[config.mk]
export PLATFORM = sky130hd
export DESIGN_NAME = c_bus_arbiter
export DESIGN_NICKNAME = d
export VERILOG_FILES = /design/src/rtl/c_bus_arbiter.sv
export SDC_FILE = /design/constraint.sdc
export NUM_CORES = 1
export LEC_CHECK = 0
export ABC_AREA = 1
export BUFFER_PORTS_ARGS = -buffer_cell sky130_fd_sc_hd__buf_2
export CAP_MARGIN = 20
export CORE_MARGIN = 1
export CORE_UTILIZATION = 54
export CTS_CLUSTER_SIZE = 12
export DETAILED_ROUTE_END_ITERATION = 16
export PLACE_DENSITY = 0.84
export SYNTH_ARGS = -nofsm -noshare
export SYNTH_HDL_FRONTEND = slang
export SYNTH_SLANG_ARGS = --single-unit
[constraint.sdc]
create_clock -name Clk -period 2.98 [get_ports Clk]
set_clock_uncertainty 0.05 [all_clocks]
set_input_delay 0.149 -clock Clk [delete_from_list [all_inputs] [get_ports Clk]]
set_output_delay 0.149 -clock Clk [all_outputs]
set_load 0.03 [all_outputs]
[src/rtl/c_bus_arbiter.sv]
// Round-robin arbiter for the 4-bit C-operand path: two requesters share one C-select mux.
// A per-owner burst limit bounds how long one side can hold the path; all outputs are registered.
module c_bus_arbiter #(
  parameter int WIDTH     = 4,
  parameter int MAX_BURST = 4
) (
  input  logic             Clk,
  input  logic             Reset,
  input  logic             Req0,
  input  logic [WIDTH-1:0] Data0,
  input  logic             Req1,
  input  logic [WIDTH-1:0] Data1,
  input  logic             Ready,
  output logic             Gnt0,
  output logic             Gnt1,
  output logic             S_C,
  output logic [WIDTH-1:0] Out_C,
  output logic             Valid_C,
  output logic             Busy
);

  localparam int CW = (MAX_BURST < 1) ? 1 : $clog2(MAX_BURST + 1);

  typedef enum logic [1:0] {IDLE, GRANT0, GRANT1} state_t;

  state_t           state, state_next;
  logic [CW-1:0]    count, count_next;
  logic             last_served, last_next;
  logic [WIDTH-1:0] out_next;
  logic             valid_next;
  logic             own, req_own, req_oth, xfer, limit_hit;

  always_comb begin
    state_next = state;
    count_next = count;
    last_next  = last_served;
    out_next   = Out_C;
    valid_next = 1'b0;
    xfer       = 1'b0;
    limit_hit  = 1'b0;
    own        = (state == GRANT1);
    req_own    = own ? Req1 : Req0;
    req_oth    = own ? Req0 : Req1;

    case (state)
      IDLE: begin
        if (Req0 && Req1)
          state_next = last_served ? GRANT0 : GRANT1;
        else if (Req0)
          state_next = GRANT0;
        else if (Req1)
          state_next = GRANT1;
      end
      GRANT0, GRANT1: begin
        xfer = req_own && Ready;
        if (xfer) begin
          out_next   = own ? Data1 : Data0;
          valid_next = 1'b1;
          // Saturate so the unlimited mode (MAX_BURST==0) can never wrap.
          if (count != '1)
            count_next = count + 1'b1;
        end
        limit_hit = (MAX_BURST != 0) && xfer && (count_next == CW'(MAX_BURST));
        if (!req_own || limit_hit) begin
          last_next  = own;
          count_next = '0;
          if (req_oth)
            state_next = own ? GRANT0 : GRANT1;
          else if (req_own)
            state_next = state;
          else
            state_next = IDLE;
        end
      end
      default: state_next = IDLE;
    endcase
  end

  always_ff @(posedge Clk or posedge Reset) begin
    if (Reset) begin
      state       <= IDLE;
      count       <= '0;
      last_served <= 1'b1;
      Out_C       <= '0;
      Valid_C     <= 1'b0;
      Gnt0        <= 1'b0;
      Gnt1        <= 1'b0;
      S_C         <= 1'b0;
      Busy        <= 1'b0;
    end else begin
      state       <= state_next;
      count       <= count_next;
      last_served <= last_next;
      Out_C       <= out_next;
      Valid_C     <= valid_next;
      Gnt0        <= (state_next == GRANT0);
      Gnt1        <= (state_next == GRANT1);
      S_C         <= (state_next == GRANT1);
      Busy        <= (state_next != IDLE);
    end
  end

endmodule
# == Yosys cells after proc, flatten, opt, wreduce, memory -nomap -nowiden ==
# Index checks and enable logic that the tools add are counted.
# totals
regBits,14
in_bits,13
out_inout_bits,9
word_cells,43
# classes
n_addsub,1
eq_ne,6
muxes,18
reduce_logical,10
# op_table
cell,n
$mux W2,8
$mux W3,4
$eq A2 B1 Y1 const B,2
$eq A2 B2 Y1 const B,2
$mux W1,4
$mux W4,1
$pmux W2 S2,1
$reduce_and A2 Y1,2
$add A3 B1 Y3 const B,1
$eq A3 B3 Y1 const B,1
$logic_and A1 B1 Y1,3
$ne A3 B3 Y1 const B,1
$logic_not A2 Y1,1
$reduce_bool A2 Y1,1
$reduce_or A2 Y1,1
$logic_not A1 Y1,1
$logic_or A1 B1 Y1,1

# == Logic depth before layout (Yosys ltp) ==
# Gate-level depths: netlist of the first run.
# logic_depth
depth_word,11
ltp_mapped,16
mapped_depth_nobuf,16

# == Least setup slack after synthesis of the first run ==
# No wires, ideal clock.
# synth_timing
path_type,flip-flop to flip-flop
startpoint,reg state[0]
endpoint,reg Busy
setup_ns,0.120
t_arrival_ns,1.721
t_required_ns,2.810
path_slack_ns,1.089
stages_incl_launch_ff,17
n_path_buf,0
period_less_slack_ns,1.891
path_cell_list,dfrtp_1 inv_1 ha_1 inv_2 nand2_4 nand2_4 nand2_4 nand2_1 nand2_2 nor2_2 nand2_2 nand2_2 nand2_1 nand3_1 nand2_1 nand2_1 nand2_1
# synth_via
elab_chain_len,11
word_cells_on_any_way,22
classes_between,3 x eq/ne; 12 x mux; 7 x reduce/logical
# synth_rtl
item,line_no,rtl
"start, declared",26,"state_t state, state_next;"
"start signal, assigned",91,state <= state_next;
$eq A2 B2 Y1 *,41,own = (state == GRANT1);
named net own,31,"logic own, req_own, req_oth, xfer, limit_hit;"
$mux W1,42,req_own = own ? Req1 : Req0;
$logic_and A1 B1 Y1,55,xfer = req_own && Ready;
$mux W3,56,if (xfer) begin
$mux W3,45,case (state)
$eq A3 B3 Y1,63,limit_hit = (MAX_BURST != 0) && xfer && (count_next == CW'(MAX_BURST));
$logic_and A1 B1 Y1,63,
$logic_or A1 B1 Y1,64,if (!req_own || limit_hit) begin
$mux W2,64,
$pmux W2 S2 *,45,
$reduce_bool A2 Y1 *,99,Busy <= (state_next != IDLE);
"end signal, assigned",99,
"end, declared",19,output logic Busy
# The timed path passes the listed nets; every way through them passes the cells marked *. The select of a mux whose other input is x is not followed.
# A chain may end at the register's enable or synchronous reset.

# == Final worst setup path of the first run ==
# Same ends and word-level chain as after synthesis.

==> results of run 1 <==
kinds of logic (layout without fill, tap and decap cells):
logic type / after synthesis / in the layout / share of synthesized area (%)
simple gates: 59 / 59 / 33.3
compound gates: 16 / 16 / 11.6
flops: 14 / 14 / 41.6
buf+inv: 14 / 38 / 7.56
fa+ha+maj: 4 / 4 / 5.93
how the worst max path moves through the flow:
stage	startpoint	to	slack [ns]	depth (start not counted)
CTS	state[0]	Busy	0.82	16
global placement	state[0]	Busy	0.92	16
finish	state[0]	Busy	0.81	16
floorplan	state[0]	Busy	1.09	16
detailed placement	state[0]	Busy	0.83	16
global route	state[0]	Busy	0.61	16
placed cells by master (no fill, tap or decap):
| master | synthesis | final |
|---|---|---|
| nand2_1 | 24 | 24 |
| buf_2 | 0 | 21 |
| dfrtp_1 | 13 | 13 |
| nor2_1 | 13 | 13 |
| inv_1 | 11 | 11 |
| nand3_1 | 9 | 9 |
| nand2_2 | 6 | 6 |
| o21ai_0 | 6 | 6 |
| o21a_1 | 4 | 4 |
| ha_1 | 4 | 4 |
| nand2_4 | 3 | 3 |
| nor2_2 | 3 | 3 |
| clkbuf_4 | 0 | 3 |
| a21oi_1 | 2 | 2 |
| o211ai_1 | 2 | 2 |
| inv_2 | 1 | 1 |
| nor3b_1 | 1 | 1 |
| a31oi_1 | 1 | 1 |
| o22ai_1 | 1 | 1 |
| clkbuf_8 | 0 | 1 |
| dlygate4sd3_1 | 0 | 1 |
| dfstp_2 | 1 | 1 |
state kept, by name, indices dropped and copies added (netlist names):
register / count
Busy: 1
Gnt0: 1
Out_C: 4
S_C: 1
Valid_C: 1
count: 3
last_served: 1
state: 2
through the flow:
stage                     setup WS, ns  power [uW]  utilization [%]  area [um^2]
after floorplan                   1.09         827                -          845
after global placement           0.923         920             68.7          950
after detailed placement         0.830         941             68.7          950
after CTS                        0.818        1080             72.0          996
after global routing             0.607        1160             72.0          996
final                            0.808        1070             72.0          996
cell usage after synthesis, types with 2 or more instances:
cell	n	area, um^2
a21oi_1	2	10.0
dfrtp_1	13	325
ha_1	4	50.1
inv_1	11	41.3
nand2_1	24	90.1
nand2_2	6	37.5
nand2_4	3	33.8
nand3_1	9	45.0
nor2_1	13	48.8
nor2_2	3	18.8
o211ai_1	2	15.0
o21a_1	4	30.0
o21ai_0	6	30.0
area by class of cell:
| type | instances | area [um^2] |
|---|---|---|
| timing repair buffer | 22 | 115 |
| sequential | 14 | 352 |
| inverter | 12 | 45.0 |
| multi-input combinational | 79 | 429 |
| tap | 15 | 18.8 |
| fill | 109 | 387 |
| clock buffer | 4 | 36.3 |
critical path, delay by kind of cell, from the launching register on:
family	cells	cell delay, ns
flip-flops	1	0.41
buffers and inverters	2	0.26
AND/OR/NAND/NOR	13	1.03
adder cells (fa/ha/maj)	1	0.30
per-layer routing:
layer	share of wire (%)	global-route usage [%]	vias up
met4	2.6	13.5	0
li1	-	-	389
met2	50	35.6	17
met1	44	24.6	346
met5	0	0	-
met3	3.9	3.48	4
report_power, final:
part | switching (uW) | total, uW | leakage (uW) | internal (uW)
sequential | 50.3 | 324 | 0.000171 | 274
combinational | 411 | 613 | 0.000345 | 202
clock | 62.8 | 137 | 0.0000210 | 74.5
total | 524 | 1070 | 0.000538 | 550
==> flow_metrics.py, run 1 <==
metrics = {
    "status": {
        "status": "completed",
    },
    "clocking": {
        "cts_tree": "yes",
        "cts_root_buf": "clkbuf_4",
        "clk_pin_slew_ns": 0.08,
        "clockBufferDepth": 2,
        "clock_tree.htree_level_count": 1,
        "post_cts_buffers": 0,
        "cts_sinks": 14,
        "insertion_delay_ns": 0.28,
        "postCtsHoldBufs": 1,
        "cts-resized-gates": 0,
        "cts-buffers-inserted": 3,
    },
    "setup_path": {
        "slowest_delay_ns": 0.41,
        "cp-start-kind": "register",
        "cp.arrival_ns": 2.30,
        "rr_endpoint": "Busy",
        "crit_chain": "inv_1, ha_1, inv_2, nand2_4, nand2_4, nand2_1, nand2_1, nand2_2, nor2_2, nand2_2, nand2_2, nand2_1, nand3_1, nand2_1, nand2_1, nand2_1",
        "ff2ff_setup_slack_ns": 0.81,
        "cpMostUsedCell": "nand2_1",
        "reg2reg_depth": 16,
        "path_max_fanout": 10,
        "worstPathRequired_ns": 3.11,
        "r2r_start": "state[0]",
        "end_kind": "register",
        "crit_type": "register to register",
        "cp_slowest_cell": "dfrtp_1",
    },
    "route": {
        "ant_nets": 0,
        "viasPerCell": 5.18,
        "drt_pre_antenna_iters": 4,
        "drc": 0,
        "vias": 756,
        "routed_wl_mm": 1.58,
        "wl_per_cell_um": 10.8,
        "drt_iter0_drc": 11,
    },
    "logic_synthesis": {
        "ys_seq_area_share_pct": 41.6,
        "ys_ff_latch": 14,
        "syn_area_um2": 845,
        "synth_warnings": 0,
        "avgSynthCellArea_um2": 7.89,
        "synth_fp_nets": 124,
        "async_flop_share_pct": 100,
        "postSynthCellCount": 107,
        "ys.flop_type": "dfrtp_1",
        "ys_types": 20,
        "synth_edf_count": 0,
    },
    "power": {
        "power_per_cell_area_nw_per_um2": 1080,
        "p_leak_uw": 0.000538,
        "peakVddDrop_mv": 0.707,
    },
    "run": {
        "drv_cap": 0,
    },
    "floorplan": {
        "rows": 13,
        "ios": 22,
        "dieArea_um2": 1730,
        "die_width_um": 41.5,
        "initial_core_util_pct": 61.1,
        "core_um2": 1380,
        "die_y_um": 41.5,
    },
    "grt": {
        "grt_pass1_vias": 667,
        "grt_max_degree": 15,
        "gr-total-overflow": 0,
        "grt_pass1_wl_mm": 2.76,
        "gr-usage-all-layers_pct": 21.2,
        "antenna_found_initial": 0,
    },
    "sta": {
        "slew_headroom_pct": 65.6,
        "drv_slew": 0,
        "tightest_slew_ns": 0.515,
        "max_freq_ghz": 0.460,
        "layout_min_cycle_time_ns": 2.17,
        "rsz0062_at_grt": "false",
        "setup_violations": 0,
        "tns_ns": 0,
        "timing.final.crit_share_pct": 72.9,
        "hold_violations": 0,
        "fin_hold_ws_ns": 0.143,
    },
    "worst_hold_path": {
        "min_path_cells": 3,
        "holdCritPathClass": "primary input to register",
        "hp-start": "Ready",
        "holdPathEnd": "Valid_C",
    },
    "placement": {
        "place_hpwl_mm": 1.24,
        "globalplace.congestion": 0.877,
        "port_buffers": 21,
        "placed_cells": 141,
    },
    "layout": {
        "drive_above_1_share_pct": 29.8,
        "nNetsFinal": 149,
        "layout.cells.non_filler": 146,
        "syn2layout_area_growth_pct": 17.9,
        "antennaDiodeCount": 0,
    },
}
No activity file was read; power rests on OpenSTA's default activity.
==> run 2, diff against run 1 <==
ABC_AREA = 0   (was 1)
CORE_UTILIZATION = 46   (was 54)
PLACE_DENSITY = 0.76   (was 0.84)
clock period = 1.9 ns   (was 2.98 ns; I/O delays follow)
==> run 2 against run 1 <==
Sequential share of layout area is 5.8 points lower. The flow now finishes with violations (negative setup slack). Combinational power is 79% higher. Synthesized cell count decreased by 15%. Cell count up 4.1%. Die area increased by 24%. Utilization decreased by 5.1 points. First-iteration DRC count increased by 45%. Critical path depth shrank 10. Synthesized area grew 6.8%. Total power is 68% higher. Maximum frequency increased by 13%. Register-to-register slack got worse by 0.84 ns.
==> flow_metrics.py, run 2 <==
metrics = {
    "floorplan": {
        "rows": 15,
        "initial_core_util_pct": 50.6,
        "die_width_um": 46.3,
        "ios": 22,
        "core_um2": 1780,
        "die_y_um": 46.3,
        "dieArea_um2": 2140,
    },
    "power": {
        "p_sw_uw": 781,
        "peakVddDrop_mv": 0.870,
        "power_per_cell_area_nw_per_um2": 1510,
        "p_seq_share_pct": 27.0,
        "p_int_uw": 1020,
        "p_comb_share_pct": 61.1,
        "clockPowerShare_pct": 11.9,
        "p_leak_uw": 0.000594,
        "total_power_uw": 1800,
        "power.share.switching_pct": 43.4,
    },
    "logic_synthesis": {
        "synthTopCellsByArea": "dfrtp_1, ha_1, mux2i_1",
        "avgSynthCellArea_um2": 9.91,
        "synth_fp_nets": 108,
        "ys_ff_latch": 14,
        "postSynthCellCount": 91,
        "synth_edf_count": 0,
        "async_flop_share_pct": 100,
        "synthTopCellsByCount": "dfrtp_1, inv_1, nand2_1, o21ai_0",
        "ys_seq_area_share_pct": 39.0,
        "synth_top_area_share_pct": 36.1,
        "ys.flop_type": "dfrtp_1",
        "synth_area_leader_cell": "dfrtp_1",
        "ys_types": 36,
        "syn_area_um2": 902,
        "synth.most_common_cell": "dfrtp_1",
        "synth_warnings": 0,
    },
    "layout": {
        "syn2layout_area_growth_pct": 32.3,
        "largest_register": "Out_C",
        "final_cell_mix": "buf_2, buf_4, dfrtp_1, inv_1, nand2_1",
        "reg_top3": "Out_C (4), count (3), state (2)",
        "finalInstanceArea_um2": 1190,
        "final_common_cell": "buf_2",
        "antennaDiodeCount": 0,
        "drive_above_1_share_pct": 44.1,
        "fillers": 141,
        "nNetsFinal": 145,
        "largest_reg_flops": 4,
    },
    "status": {
        "violations": "negative setup slack",
        "status": "finished with violations",
    },
    "placement": {
        "place_area_um2": 1080,
        "port_buffers": 21,
        "place_hpwl_mm": 1.56,
        "globalplace.congestion": 0.918,
    },
    "route": {
        "vias": 804,
        "wl_per_cell_um": 13.7,
        "drt_iter0_drc": 16,
        "ant_nets": 0,
        "routed_wl_mm": 2.08,
        "viasPerCell": 5.29,
        "drc": 0,
        "drt_pre_antenna_iters": 4,
    },
    "grt": {
        "antenna_found_initial": 0,
        "grt_pass1_vias": 769,
        "grt_max_degree": 15,
        "gr-total-overflow": 0,
        "grt_pass1_wl_mm": 3.24,
        "gr-usage-all-layers_pct": 21.9,
    },
    "clocking": {
        "clk_pin_slew_ns": 0.09,
        "cts_root_buf": "clkbuf_4",
        "clock_tree.htree_level_count": 1,
        "cts_tree": "yes",
        "cts-buffers-inserted": 3,
        "cts_sinks": 14,
        "insertion_delay_ns": 0.28,
        "clockBufferDepth": 2,
    },
    "sta": {
        "slew_headroom_pct": 64.9,
        "rsz0062_at_grt": "true",
        "setup_violations": 2,
        "layout_min_cycle_time_ns": 1.93,
        "max_freq_ghz": 0.518,
        "timing.final.crit_share_pct": 102,
        "tns_ns": -0.0471,
        "drv_slew": 0,
        "tightest_slew_ns": 0.526,
        "setup_ws_ns": -0.0296,
        "fin_hold_ws_ns": 0.0535,
        "hold_violations": 0,
    },
    "run": {
        "drv_cap": 0,
    },
    "setup_path": {
        "cp.arrival_ns": 2.09,
        "path_max_fanout": 4,
        "end_kind": "register",
        "crit_type": "register to register",
        "cp-start-kind": "register",
        "worstPathRequired_ns": 2.06,
    },
    "worst_hold_path": {
        "holdCritPathClass": "primary input to register",
    },
}
run 2: layout make-up:
cell class | count | area [um^2] | share of cell area [%]
inverter | 9 | 33.8 | 2.83
timing repair buffer | 36 | 220 | 18.4
multi-input combinational | 64 | 520 | 43.6
tap | 25 | 31.3 | 2.62
sequential | 14 | 352 | 29.5
clock buffer | 4 | 36.3 | 3.04
run 2: path summary, 6_finish.rpt:
check	from	to	slack, ns	depth (start not counted)
max	count[1]	Gnt0	-0.03	6
min	Data0[1]	Out_C[1]	0.05	3
max reg2reg	count[1]	Gnt0	-0.03	6
min reg2reg	Out_C[3]	Out_C[3]	0.43	2
max in group asynchronous	Reset	last_served	1.09	3
min in group asynchronous	Reset	Valid_C	0.34	3
run 2: layer usage:
layer | track usage (%) | vias up | routed length [um]
li1 | - | 398 | -
met5 | 0 | - | 0
met1 | 26.6 | 382 | 950
met4 | 8.82 | 0 | 19
met3 | 2.35 | 2 | 62
met2 | 38.9 | 22 | 1050
run 2: per-stage QoR:
stage / util [%] / cells / worst slack (ns)
finish: 66.9 / 152 / -0.0296
global route: 66.9 / 152 / -0.0794
CTS: 65.3 / 150 / -0.0243
detailed placement: 60.6 / 143 / -0.0132
global placement: 60.6 / 143 / 0.0487
floorplan: - / 91 / 0.0736
run 2: critical path, stage by stage, from the launching register on:
cell and delay [ns]:
dfrtp_1 0.42, ha_4 0.29, and2b_1 0.19, nand4b_1 0.18, nand3_2 0.16, o311ai_4 0.36, nor3b_2 0.21
run 2: kinds of logic (layout without fill, tap and decap cells):
logic type | Yosys count | in the layout | synth area share (%)
AND/OR/NAND/NOR | 27 | 27 | 18.2
AO/OA/AOI/OAI | 25 | 25 | 20.8
flip-flops | 14 | 14 | 39.0
buffers and inverters | 13 | 49 | 7.49
multiplexers | 7 | 7 | 8.04
adder cells (fa/ha/maj) | 4 | 4 | 5.55
XOR/XNOR | 1 | 1 | 0.971
run 2: what timing repair did:
action / in CTS / in global routing
setup buffers: 2 / 2
hold buffers: 1 / 0
gates resized for setup: 3 / 4
setup endpoints to repair: 2 / 8
hold endpoints to repair: 13 / 0
pin swaps: 4 / 4
run 2: power by group through the flow:
| stage | Sequential [uW] | Combinational, uW | Clock [uW] |
|---|---|---|---|
| finish | 485 | 1100 | 215 |
| global route | 499 | 1190 | 229 |
| CTS | 485 | 1050 | 221 |
| detailed placement | 479 | 985 | 0 |
| global placement | 472 | 954 | 0 |
| floorplan | 631 | 533 | 0 |
